## src/rtl/mult_div_unit.sv

```systemverilog
// mult_div_unit: iterative HI/LO multiply/divide unit for the MIPS_CPU execute stage.
//
// Ports:
//   clock        rising-edge clock
//   reset_n      asynchronous active-low reset
//   start        1-cycle request, sampled only while idle
//   op           0=mult 1=multu 2=div 3=divu
//   operand_a    rs: multiplicand / dividend / mthi-mtlo write data
//   operand_b    rt: multiplier / divisor
//   mthi, mtlo   write operand_a into HI / LO (idle only, start has priority)
//   busy         operation in flight
//   done         1-cycle pulse when HI/LO are updated or a divide by zero is reported
//   div_by_zero  qualifies done; held until the next start
//   hi, lo       HI/LO registers
//
// Build option: define MDU_FAST_MULT_EN to replace the iterative multiplier with a
// single-cycle combinational one (divide stays iterative).
module mult_div_unit #(
  parameter int unsigned DATA_W = 32
) (
  input  logic              clock,
  input  logic              reset_n,
  input  logic              start,
  input  logic [1:0]        op,
  input  logic [DATA_W-1:0] operand_a,
  input  logic [DATA_W-1:0] operand_b,
  input  logic              mthi,
  input  logic              mtlo,
  output logic              busy,
  output logic              done,
  output logic              div_by_zero,
  output logic [DATA_W-1:0] hi,
  output logic [DATA_W-1:0] lo
);

  localparam int unsigned CNT_W = $clog2(DATA_W);

  typedef enum logic [1:0] {S_IDLE, S_MUL, S_DIV, S_FIN} state_t;

  state_t              state;
  logic [CNT_W-1:0]    cnt;
  logic                is_div_q;
  logic                dbz_q;
  logic                a_neg_q;
  logic                b_neg_q;
  logic [DATA_W-1:0]   ma_q;
  logic [DATA_W-1:0]   mb_q;
  // Shared datapath: multiply keeps {upper, multiplier/lower} here,
  // divide keeps {remainder, dividend/quotient}.
  logic [DATA_W-1:0]   p_hi;
  logic [DATA_W-1:0]   p_lo;

  logic                a_neg;
  logic                b_neg;
  logic [DATA_W-1:0]   ma;
  logic [DATA_W-1:0]   mb;
  logic [DATA_W:0]     mul_sum;
  logic [DATA_W:0]     div_sh;
  logic [DATA_W:0]     div_diff;
  logic                div_ge;
  logic [2*DATA_W-1:0] prod;
  logic [2*DATA_W-1:0] prod_fix;

  // Signed ops work on magnitudes; the sign is restored in FIN.
  always_comb begin
    a_neg = ~op[0] & operand_a[DATA_W-1];
    b_neg = ~op[0] & operand_b[DATA_W-1];
    ma    = a_neg ? -operand_a : operand_a;
    mb    = b_neg ? -operand_b : operand_b;
  end

  always_comb begin
    mul_sum  = {1'b0, p_hi} + {1'b0, (p_lo[0] ? ma_q : '0)};
    div_sh   = {p_hi, p_lo[DATA_W-1]};
    div_ge   = div_sh >= {1'b0, mb_q};
    div_diff = div_sh - {1'b0, mb_q};
`ifdef MDU_FAST_MULT_EN
    prod     = {{DATA_W{1'b0}}, ma_q} * {{DATA_W{1'b0}}, mb_q};
`else
    prod     = {p_hi, p_lo};
`endif
    prod_fix = (a_neg_q ^ b_neg_q) ? -prod : prod;
  end

  always_ff @(posedge clock or negedge reset_n) begin
    if (!reset_n) begin
      state       <= S_IDLE;
      cnt         <= '0;
      is_div_q    <= 1'b0;
      dbz_q       <= 1'b0;
      a_neg_q     <= 1'b0;
      b_neg_q     <= 1'b0;
      ma_q        <= '0;
      mb_q        <= '0;
      p_hi        <= '0;
      p_lo        <= '0;
      busy        <= 1'b0;
      done        <= 1'b0;
      div_by_zero <= 1'b0;
      hi          <= '0;
      lo          <= '0;
    end else begin
      done <= 1'b0;
      case (state)
        S_IDLE: begin
          if (start) begin
            busy        <= 1'b1;
            div_by_zero <= 1'b0;
            cnt         <= '0;
            is_div_q    <= op[1];
            dbz_q       <= op[1] && (operand_b == '0);
            a_neg_q     <= a_neg;
            b_neg_q     <= b_neg;
            ma_q        <= ma;
            mb_q        <= mb;
            p_hi        <= '0;
            p_lo        <= op[1] ? ma : mb;
            if (op[1])
              state <= (operand_b == '0) ? S_FIN : S_DIV;
            else
`ifdef MDU_FAST_MULT_EN
              state <= S_FIN;
`else
              state <= S_MUL;
`endif
          end else begin
            if (mthi) hi <= operand_a;
            if (mtlo) lo <= operand_a;
          end
        end
        S_MUL: begin
          p_hi <= mul_sum[DATA_W:1];
          p_lo <= {mul_sum[0], p_lo[DATA_W-1:1]};
          cnt  <= cnt + 1'b1;
          if (cnt == CNT_W'(DATA_W - 1)) state <= S_FIN;
        end
        S_DIV: begin
          p_hi <= div_ge ? div_diff[DATA_W-1:0] : div_sh[DATA_W-1:0];
          p_lo <= {p_lo[DATA_W-2:0], div_ge};
          cnt  <= cnt + 1'b1;
          if (cnt == CNT_W'(DATA_W - 1)) state <= S_FIN;
        end
        S_FIN: begin
          busy  <= 1'b0;
          done  <= 1'b1;
          state <= S_IDLE;
          if (dbz_q) begin
            div_by_zero <= 1'b1;
          end else if (is_div_q) begin
            lo <= (a_neg_q ^ b_neg_q) ? -p_lo : p_lo;
            hi <= a_neg_q ? -p_hi : p_hi;
          end else begin
            hi <= prod_fix[2*DATA_W-1:DATA_W];
            lo <= prod_fix[DATA_W-1:0];
          end
        end
        default: state <= S_IDLE;
      endcase
    end
  end

endmodule
```

## config.mk

```make
export PLATFORM = sky130hd
export DESIGN_NAME = mult_div_unit
export DESIGN_NICKNAME = d
export VERILOG_FILES = /design/src/rtl/mult_div_unit.sv
export SDC_FILE = /design/constraint.sdc
export NUM_CORES = 1
export LEC_CHECK = 0
export ABC_CLOCK_PERIOD_IN_PS = 4400
export CORE_MARGIN = 10
export CORE_UTILIZATION = 25
export DETAILED_ROUTE_END_ITERATION = 16
export GPL_ROUTABILITY_DRIVEN = 0
export GPL_TIMING_DRIVEN = 0
export HOLD_SLACK_MARGIN = 0.03
export PLACE_DENSITY = 0.51
export SLEW_MARGIN = 20
export SYNTH_ARGS = -nofsm -noshare
export SYNTH_HDL_FRONTEND = slang
export SYNTH_SLANG_ARGS = --single-unit
```

## constraint.sdc

```tcl
create_clock -name clock -period 4.4 [get_ports clock]
set_input_delay 1.1 -clock clock [delete_from_list [all_inputs] [get_ports clock]]
set_output_delay 1.1 -clock clock [all_outputs]
set_load 0.1 [all_outputs]
```

==> results.toml, run 1 <==
[sta]
slew_viol_final = 0
clock_skew_ns = 0.0151
rsz0062_at_grt = "false"
min_period_ns = 4.30
worst_pin_slew_ns = 1.03
whs_ns = 0.465
finalSetupViolCount = 0
relSlewSlack = 0.313
post-route-period-util = 0.977
max_freq_mhz = 233
hold_viol = 0

[cells_and_area]
multiInputGateArea_sq_um = 10100
fillers = 6753
fin_nets = 2322
final_area_sq_um = 19400
drive_gt1_frac = 0.0369
regArea_sq_um = 5150
utilization = 0.307
syn2layout_area_growth_pct = 21.3

[cts]
htreeDepth = 1
cts_hold_buf = 0
cts.clk_slew.worst_paths_ns = 0.06
clock-sinks = 206
cts_max_path_buffers = 3
root_buffer = "clkbuf_16"
clkLatencyLatePin_ns = 0.57
postCtsSetupBuffers = 0
cts_buffers = 27
cts_tree = "built"

[critical_path]
critPathLaunchType = "primary input"
end_kind = "flip-flop"
worstPathMaxFanout = 5
cp.arrival_ns = 4.74
path_class = "in -> reg"
worst-endpoint-required_ns = 4.84

[detailed_routing]
highest_layer = "met5"
drt-pass1-iter-count = 5
wl_met1_mm = 28.4
dr_wl_met2_mm = 32.3
via_per_inst = 5.40
routedWlPerCell_microns = 22.7
first_iter_violations = 1617
wl_met3_mm = 4.76
drt-total-wl_mm = 69.0
drc_errors = 0
routed-via-count = 16423
ant_nets = 0

[grt]
grt_pass1_vias = 15796
grt_usage = 0.178
grt_pass1_wl_mm = 102
antenna_found_initial = 6
grt_overflow = 0
grt_max_degree = 84

[die]
pin_count = 138
die_y_microns = 273
core_sq_um = 63200
std_cell_rows = 92
die-area_sq_um = 74600
initial_utilization = 0.253
dieWidth_microns = 273

[logic_synthesis]
synth_cells = 2009
synth_edf_count = 0
synth_seq_cells = 206
ys_types = 74
syn-num-nets = 2156
syn_area_per_cell_sq_um = 7.97
yosysWarnings = 0
netlist_area_sq_um = 16000
ys.flop_type = "dfrtp_1"
ys_async_sr_fraction = 1.00
ys_seq_area_frac = 0.322

[job]
drv_cap = 0

[pwr]
pwr_density_cell_nw_per_um2 = 951
p_leak_nw = 8.22
ir_drop_uv = 462
p_total_mw = 18.5

[min_path]
hold_path.class = "in -> async"

[placed_design]
place_area_sq_um = 18500
portBuffers = 136
dpl.hpwl_mm = 56.6

[outcome]
status = "finished, final reports clean"
[registers in the layout, indices dropped and copies added, names as in the netlist, 2 cells and up]
name	cells
cnt	5
hi	32
lo	32
ma_q	32
mb_q	32
p_hi	32
p_lo	32
state	2
[kinds of logic (layout without fill, tap and decap cells)]
logic type                 count (synthesis)  after routing  synth area share
xor gates and xnor gates                 174            174            0.0952
DFF                                      206            206             0.322
muxes                                     33             33            0.0207
other                                      0              1                 0
and+or+nand+nor                          628            628             0.184
adders and majority gates                 76             76            0.0603
buffers and inverters                    194            381            0.0464
AOI/OAI and AO/OA                        698            698             0.271
[repair_timing]
item	CTS	global route
endpoints found under the setup margin	1	4
resized for setup	0	2
pin swaps	0	0
[worst max-delay path, cell delays in order]
cell             delay [ns]
clkdlybuf4s50_1        0.65
or4_1                  0.68
nor4_2                 0.26
nand3b_1               0.21
or3_1                  0.39
o41ai_1                0.35
xor2_1                 0.56
mux2i_1                0.19
o211ai_1               0.25
o21ai_1                0.10
[layout make-up]
class,count,area share
inverters,72,0.0139
plain buffers,121,0.0242
clock inverters,16,0.00896
flip-flops and latches,206,0.265
repair buffers,138,0.0732
multi-input cells,1609,0.521
well taps,846,0.0545
diodes,1,0.000129
clock buffers,34,0.0382
[path summary, 6_finish.rpt]
| path | start | end | slack, ns | cells after the start |
|---|---|---|---|---|
| max in group asynchronous | reset_n | p_hi[27] | 2.76 | 3 |
| hold reg to reg | ma_q[24] | ma_q[24] | 0.47 | 2 |
| setup reg to reg | p_lo[0] | p_hi[26] | 0.24 | 13 |
| hold / removal | reset_n | lo[20] | 0.47 | 1 |
| min in group clock | ma_q[24] | ma_q[24] | 0.47 | 2 |
| setup / recovery | operand_a[13] | p_lo[29] | 0.10 | 10 |
[placed cells by master, fill, tap and decap left out, drive strengths merged, types with 15 or more instances in the layout]
cell	synthesis	layout
a211oi	32	32
a21o	59	59
a21oi	168	168
a22oi	46	46
a31oi	17	17
and2	42	42
and3	15	15
buf	17	20
clkbuf	105	138
clkdlybuf4s50	0	135
dfrtp	206	206
ha	74	74
inv	72	73
mux2i	32	32
nand2	251	251
nand2b	18	18
nand3	17	17
nand4	17	17
nor2	152	152
nor3	38	38
nor4	16	16
o21ai	245	245
o31ai	21	21
o41ai	15	15
or3	21	21
xnor2	94	94
xor2	80	80
[report_power, final]
group / leakage (nW) / internal (mW) / switching, mW
Clock: 0.436 / 1.37 / 0.916
Combinational: 5.20 / 3.84 / 8.60
Sequential: 2.58 / 2.79 / 0.964
[cells in the mapped netlist, types with 32 or more instances]
cell | n | area (sq um)
dfrtp_1 | 206 | 5150
a22oi_1 | 46 | 345
ha_1 | 74 | 926
mux2i_1 | 32 | 320
a21o_1 | 59 | 443
a211oi_1 | 32 | 240
nand2_1 | 251 | 942
a21oi_1 | 168 | 841
and2_1 | 42 | 263
clkbuf_1 | 105 | 394
xnor2_1 | 94 | 823
xor2_1 | 80 | 701
nor2_1 | 152 | 571
o21ai_0 | 216 | 1080
nor3_1 | 36 | 180
inv_1 | 72 | 270
[stage by stage]
step / setup slack, ns / cells / TNS [ns]
CTS: 0.182 / 3042 / 0
global placement: -6.68 / 2991 / -1367.01
detailed placement: -0.287 / 2993 / -1.04
global route: 0.00621 / 3042 / 0
floorplan: 0.984 / 2009 / 0
finish: 0.102 / 3043 / 0
[per-layer routing]
layer | track usage | up-vias
li1 | - | 7527
met1 | 0.224 | 8038
met2 | 0.298 | 683
met3 | 0.0295 | 173
met4 | 0.0744 | 2
met5 | 0 | -
(Power assumes the default switching activity.)
==> inputs of run 2 (changes only) <==
Settings changed: CTS_BUF_LIST from default to sky130_fd_sc_hd__clkbuf_8, SETUP_SLACK_MARGIN from default to 0.15.
==> results.toml, run 2 (synthesized netlist as in run 1, its figures left out) <==
[outcome]
status = "finished, final reports clean"

[sta]
relSlewSlack = 0.313
hold_viol = 0
tns_ns = 0
finalSetupViolCount = 0
max_freq_mhz = 237
rsz0062_at_grt = "true"
clock_skew_ns = 0.0227
post-route-period-util = 0.960
min_period_ns = 4.23
slew_viol_final = 0
worst_pin_slew_ns = 1.03

[detailed_routing]
routedWlPerCell_microns = 22.6
drt-pass1-iter-count = 6
first_iter_violations = 1667
drt-total-wl_mm = 69.2
routed-via-count = 16489
via_per_inst = 5.38
ant_nets = 0
drc_errors = 0

[grt]
antenna_found_initial = 4
grt_usage = 0.180
grt_max_degree = 84
grt_overflow = 0
grt_pass1_vias = 15960
grt_pass1_wl_mm = 102

[pwr]
power_switching_mw = 10.5
p_sw_frac = 0.578
ir_drop_uv = 398
p_total_mw = 18.2
pwr_density_cell_nw_per_um2 = 941
clkPwrFrac = 0.108
p_leak_nw = 8.24
seqPwrFrac = 0.205
intPower_mw = 7.67
p_comb_frac = 0.687

[cells_and_area]
utilization = 0.305
final_cell_mix = "nand2_1, o21ai_0, dfrtp_1, a21oi_1, nor2_1"
syn2layout_area_growth_pct = 20.5
drive_gt1_frac = 0.0442
final_common_cell = "nand2_1"
fin_nets = 2336
num_antenna_cells = 0
final_area_sq_um = 19300
fillers = 6782

[critical_path]
slowest_delay_ns = 0.67
cp_slowest_cell = "or4_1"
end_kind = "flip-flop"
path_class = "in -> reg"
crit_family = "simple AND/OR/NAND/NOR gates"
worst-endpoint-required_ns = 4.88
critPathLaunchType = "primary input"
worstPathMaxFanout = 5
crit_chain = "clkdlybuf4s50_1 -> or4_1 -> nor4_2 -> nand3b_1 -> or3_1 -> o41ai_1 -> xor2_1 -> mux2i_1 -> o211ai_1 -> o21ai_1"
cp.arrival_ns = 4.71
crit_buf_inv = 1

[die]
die-area_sq_um = 74600
initial_utilization = 0.253
std_cell_rows = 92
core_sq_um = 63200
pin_count = 138
dieWidth_microns = 273
die_y_microns = 273

[placed_design]
dpl.hpwl_mm = 56.6
portBuffers = 136
place_area_sq_um = 18500

[min_path]
hold_path.class = "in -> async"

[cts]
cts_hold_buf = 0
clkLatencyLatePin_ns = 0.61
root_buffer = "clkbuf_8"
cts_buffers = 40
clock-sinks = 206
htreeDepth = 2
cts_max_path_buffers = 3
postCtsSetupBuffers = 0
cts_resized = 1
cts_tree = "built"
cts.clk_slew.worst_paths_ns = 0.06

[job]
drv_cap = 0
## run 2: per-layer routing
metal | vias to the layer above | wire, microns | GRT usage | part of all wire
li1 | 7562 | - | - | -
met2 | 722 | 32300 | 0.299 | 0.47
met4 | 0 | 3230 | 0.0771 | 0.047
met1 | 8028 | 28300 | 0.223 | 0.41
met5 | - | 0 | 0 | 0
met3 | 177 | 5410 | 0.0379 | 0.078
## run 2: final cells by class
| class | count | area (sq um) | area share |
|---|---|---|---|
| multi-input cells | 1609 | 10100 | 0.525 |
| flip-flops and latches | 206 | 5150 | 0.267 |
| clock inverters | 24 | 144 | 0.00746 |
| well taps | 846 | 1060 | 0.0548 |
| plain buffers | 122 | 477 | 0.0247 |
| clock buffers | 47 | 647 | 0.0335 |
| inverters | 72 | 270 | 0.0140 |
| repair buffers | 138 | 1420 | 0.0736 |
## run 2: power by group through the flow
stage                     clock network (mW)  registers [mW]  logic (mW)
after floorplan                            0            5.48        6.77
after global placement                     0            3.73        12.2
after detailed placement                   0            3.75        12.2
after CTS                               2.01            3.72        12.3
after global routing                    2.10            3.81        13.5
final                                   1.97            3.72        12.5
## run 2: worst paths after layout
| kind | cells past startpoint | end | start | slack [ns] |
|---|---|---|---|---|
| min reg2reg | 2 | ma_q[27] | ma_q[27] | 0.47 |
| max in group asynchronous | 3 | p_hi[28] | reset_n | 2.80 |
| max | 10 | p_lo[29] | operand_a[13] | 0.17 |
| max reg2reg | 13 | p_hi[26] | p_lo[0] | 0.40 |
| min | 1 | lo[20] | reset_n | 0.42 |
| min in group clock | 2 | ma_q[27] | ma_q[27] | 0.47 |
## run 2: stage by stage
step | instances | hold slack (ns) | worst slack (ns)
finish | 3064 | 0.416 | 0.175
global route | 3064 | 0.426 | 0.108
CTS | 3064 | 0.410 | 0.245
detailed placement | 2993 | 0.459 | -0.287
global placement | 2991 | 0.460 | -6.68
floorplan | 2009 | 0.438 | 0.984
==> inputs of run 3 (changes only) <==
Settings changed: CORE_MARGIN 10 to 1.
==> results.toml, run 3 (synthesized netlist as in run 1, its figures left out) <==
[outcome]
status = "finished, final reports clean"

[cts]
cts_tree = "built"
cts_buffers = 41
root_buffer = "clkbuf_8"
cts_hold_buf = 0
clock-sinks = 206
htreeDepth = 2
cts.clk_slew.worst_paths_ns = 0.07
cts_max_path_buffers = 3
clkLatencyLatePin_ns = 0.62

[detailed_routing]
ant_nets = 0
routedWlPerCell_microns = 22.2
routed-via-count = 16461
drt-total-wl_mm = 68.0
drc_errors = 0
first_iter_violations = 1619
via_per_inst = 5.37
drt-pass1-iter-count = 6

[critical_path]
worst-endpoint-required_ns = 4.90
worstPathMaxFanout = 5
critPathLaunchType = "primary input"
end_kind = "flip-flop"
r2r_cells = 11
rrSetupSlack_ns = 0.32
reg2reg_to = "p_hi[27]"
path_class = "in -> reg"
cp.arrival_ns = 4.61
r2r-start = "p_hi[4]"

[die]
die_y_microns = 255
std_cell_rows = 92
core_sq_um = 63200
initial_utilization = 0.253
pin_count = 138
die-area_sq_um = 65100
dieWidth_microns = 255

[grt]
grt_usage = 0.207
antenna_found_initial = 2
grt_overflow = 0
grt_pass1_vias = 15845
grt_max_degree = 95
grt_pass1_wl_mm = 100

[placed_design]
dpl_worst_slack_ns = -0.277
portBuffers = 136
dpl.hpwl_mm = 55.3

[sta]
max_freq_mhz = 244
slew_viol_final = 0
rsz0062_at_grt = "false"
relSlewSlack = 0.307
clock_skew_ns = 0.0392
post-route-period-util = 0.933
finalSetupViolCount = 0
min_period_ns = 4.10
worst_pin_slew_ns = 1.03
setup_ws_ns = 0.296
hold_viol = 0

[cells_and_area]
final_common_cell = "nand2_1"
utilization = 0.307
final_cell_mix = "nand2_1, o21ai_0, dfrtp_1, a21oi_1, nor2_1"
syn2layout_area_growth_pct = 21.2
num_antenna_cells = 0
drive_gt1_frac = 0.0450
fin_nets = 2338

[job]
drv_cap = 0

[min_path]
hold_path.class = "in -> async"
[run 3: repair_timing]
| action | 4_1_cts | 5_1_grt |
|---|---|---|
| setup endpoints to repair | 4 | 6 |
| resized for setup | 1 | 4 |
| setup buffers | 0 | 1 |
| pin swaps | 0 | 0 |
| cloned | 0 | 0 |
[run 3: final cells by class]
cell class                      instances  area (sq um)
Buffer                                122           475
Fill cell                            6766         43800
Clock buffer                           50           688
Tap cell                              846          1060
Sequential cell                       206          5150
Timing Repair Buffer                  139          1430
Multi-Input combinational cell       1609         10100
Clock inverter                         22           203
Inverter                               72           270
[run 3: per-stage QoR]
stage / area (sq um) / setup TNS, ns / hold WS [ns] / cells
6_report: 19400 / 0 / 0.396 / 3066
4_1_cts: 19400 / 0 / 0.373 / 3065
5_1_grt: 19400 / 0 / 0.393 / 3066
3_3_place_gp: 18400 / -1346.82 / 0.462 / 2991
3_5_place_dp: 18500 / -1.32 / 0.465 / 2993
2_1_floorplan: 16000 / 0 / 0.438 / 2009
[run 3: how the worst max path moves through the flow]
stage	cells after the start	slack, ns	end	startpoint
floorplan	10	0.98	p_lo[30]	operand_b[0]
global placement	1	-6.57	p_hi[25]	reset_n
detailed placement	10	-0.28	p_lo[29]	operand_a[13]
CTS	15	0.20	p_hi[29]	p_lo[0]
global route	14	0.17	p_hi[26]	p_lo[0]
finish	10	0.30	p_lo[27]	operand_a[13]
[run 3: layer usage]
layer	global-route usage	routed length, microns	part of all wire	up-vias
met3	0.0427	5050	0.074	175
li1	-	-	-	7565
met1	0.264	28100	0.41	8017
met5	0	28	0.00041	-
met4	0.104	3440	0.051	4
met2	0.331	31300	0.46	700
[run 3: worst max-delay path: stages]
cell and delay (ns):
clkdlybuf4s50_1 0.67, or4_1 0.68, nor4_2 0.26, nand3b_1 0.22, or3_1 0.42, o21ai_0 0.25
xor2_1 0.54, mux2i_1 0.19, o21ai_0 0.19, o21ai_1 0.08
Power of run 3 is left out: the tool's default activity adds up to more than one toggle a clock period on the data nets, which glitch-free logic cannot reach.
==> variant (settings of run 3) <==
Reset style: synchronous (`reset_n`), changed in one clocked block. Comments in the files are not updated.
--- a/src/rtl/mult_div_unit.sv
+++ b/src/rtl/mult_div_unit.sv
@@ -82,7 +82,7 @@
     prod_fix = (a_neg_q ^ b_neg_q) ? -prod : prod;
   end
 
-  always_ff @(posedge clock or negedge reset_n) begin
+  always_ff @(posedge clock) begin
     if (!reset_n) begin
       state       <= S_IDLE;
       cnt         <= '0;
Behaviour: differs if reset_n is asserted again (counterexample within 4 cycles, from zero or initial values and one cycle with reset_n low); with reset_n held inactive, the same outputs for 4 cycles.
==> variant against run 3 <==
Die area decreased by 4.0%; worst setup slack got worse by 0.030 ns; register-to-register slack got worse by 0.05 ns; global-route usage rose by 0.91 points; sequential cell count stayed put; hold slack gained 0.056 ns; final area is 4.3% lower; critical path depth grew 4; first-iteration DRC count up 8.9%; area after synthesis is 4.1% lower; wire length up 3.1%.
==> variant: results (changes against run 3) <==
Status
  – Status: completed

STA
  – Slew HR: 30.82% (+0.17 points)
  – Final clock skew: 0.02247 ns (-0.01670 ns)

GRT
  – Vias in the first global route: 15710 (-0.88%)
  – Largest net degree at the start of global routing: 11 (-88%)
  – First-pass GRT wire length: 101100 um (+0.94%)

Layout
  – Fillers: 6575 (-2.8%)
  – NumNets Final: 2389 (+2.2%)
  – Share of layout cells above drive strength 1: 3.839% (-0.67 points)

Clock tree
  – H-tree level count: 2 (unchanged)
  – Clock latency reported for the late side of the worst-skew pair: 0.61 ns
  – CTS Buf Count: 39 (-4.9%)

Min path
  – Worst Hold Class: reg2reg

Synth
  – Seq/Total Area, Yosys: 26.85% (-5.3 points)
  – Ranking of synthesized cells by area: dfxtp_1 27%, a21oi_1 7.9%, nor2_1 6.4%, ha_1 6.0%, xnor2_1 4.9%
  – Syn avg cell area: 7.435 um^2 (-6.7%)
  – Syn Nets: 2213 (+2.6%)
  – Top post-synthesis cells by count: 261 x nor2_1, 241 x a21oi_1, 206 x dfxtp_1
  – Most numerous cell in the Yosys netlist: nor2_1
  – Synth async-reset ratio: 0% (-100 points)

Setup path
  – Crit-path max FO: 10 (+5)
  – Arrival time of the worst setup path: 4.58 ns (-0.03 ns)
  – CP peak stage delay: 0.36 ns (-0.32 ns)
  – Crit-path slowest cell: dfxtp_1

Routing
  – Wire per inst: 22.99 um (+3.7%)
  – Starting DRC count in detailed routing: 1763 (+8.9%)
  – Via density: 5.523 (+2.9%)
  – WL final: 70080 um (+3.1%)
  – DRT Pass-1 Iters: 5 (-1)

Placed design
  – Cell total after placement: 2983 (-0.33%)
  – DP Wirelength: 56880 um (+2.8%)
  – Pre-CTS setup slack: -0.5150 ns (-0.2378 ns)
  – Port-buffer cells: 135 (-0.74%)
  – DP Area: 17690 um^2 (-4.3%)
==> variant: changes by cell type after synthesis, moves of 8 or more <==
cell / before / now
a221o_1: 2 / 14
dfrtp_1: 206 / 0
a21oi_1: 168 / 241
o211ai_1: 12 / 23
nor2_1: 152 / 261
xnor2_1: 94 / 86
clkbuf_1: 105 / 116
a211oi_1: 32 / 95
o21ai_0: 216 / 127
buf_1: 10 / 21
nand2_1: 251 / 158
dfxtp_1: 0 / 206
nand4_1: 17 / 9
o21ai_1: 28 / 3
==> variant: worst max-delay path: cells and delay by family, from the launching register on <==
family | cells | cell delay (ns)
flip-flops | 1 | 0.36
XOR/XNOR | 1 | 0.29
adder cells (fa/ha/maj) | 1 | 0.25
buffers and inverters | 3 | 0.87
AND/OR/NAND/NOR | 3 | 0.89
AO/OA/AOI/OAI | 6 | 1.33
==> variant: stage by stage <==
step,utilization (%),power [mW]
5_1_grt,30.66,12.08
3_5_place_dp,29.21,9.399
3_3_place_gp,29.20,9.333
6_report,30.66,11.51
4_1_cts,30.56,11.43
2_1_floorplan,-,7.368
==> variant: logic make-up (layout without fill, tap and decap cells) <==
kind of cell / count (synthesis) / count (layout) / synth area share, %
AOI/OAI and AO/OA: 735 / 735 / 30.67
xor gates and xnor gates: 168 / 168 / 9.580
adders and majority gates: 76 / 76 / 6.289
buffers and inverters: 206 / 406 / 5.051
DFF: 206 / 206 / 26.85
muxes: 30 / 30 / 1.963
and+or+nand+nor: 645 / 645 / 19.60
==> variant: path summary, 6_finish.rpt <==
kind / startpoint / endpoint / slack [ns]
max: p_lo[0] / p_hi[21] / 0.27
min reg2reg: hi[14] / hi[14] / 0.45
max reg2reg: p_lo[0] / p_hi[21] / 0.27
min: hi[14] / hi[14] / 0.45
==> variant: routing by layer <==
layer	vias to the layer above	global-route usage, %	part of all wire (%)
met4	4	10.97	5.4
met5	-	0	0.031
li1	7876	-	-
met3	185	4.433	7.8
met1	8026	26.87	41
met2	743	35.26	46
==> variant: power by group through the flow <==
stage	Combinational [mW]	Clock (mW)	Sequential, mW
finish	6.69	2.01	2.81
global placement	6.50	0	2.83
detailed placement	6.55	0	2.85
CTS	6.58	2.04	2.81
global route	7.09	2.12	2.87
floorplan	3.03	0	4.33
==> variant: final cells by class <==
class / instances / share of cell area, %
plain buffers: 139 / 2.849
inverters: 67 / 1.354
clock buffers: 49 / 3.631
repair buffers: 135 / 7.275
flip-flops and latches: 206 / 22.20
clock inverters: 16 / 0.6871
well taps: 782 / 5.268
multi-input cells: 1654 / 56.73
==> variant: timing repair <==
item	CTS	global route
hold buffers	0	0
setup endpoints to repair	26	31
gates resized for setup	6	13
pin swaps	0	1
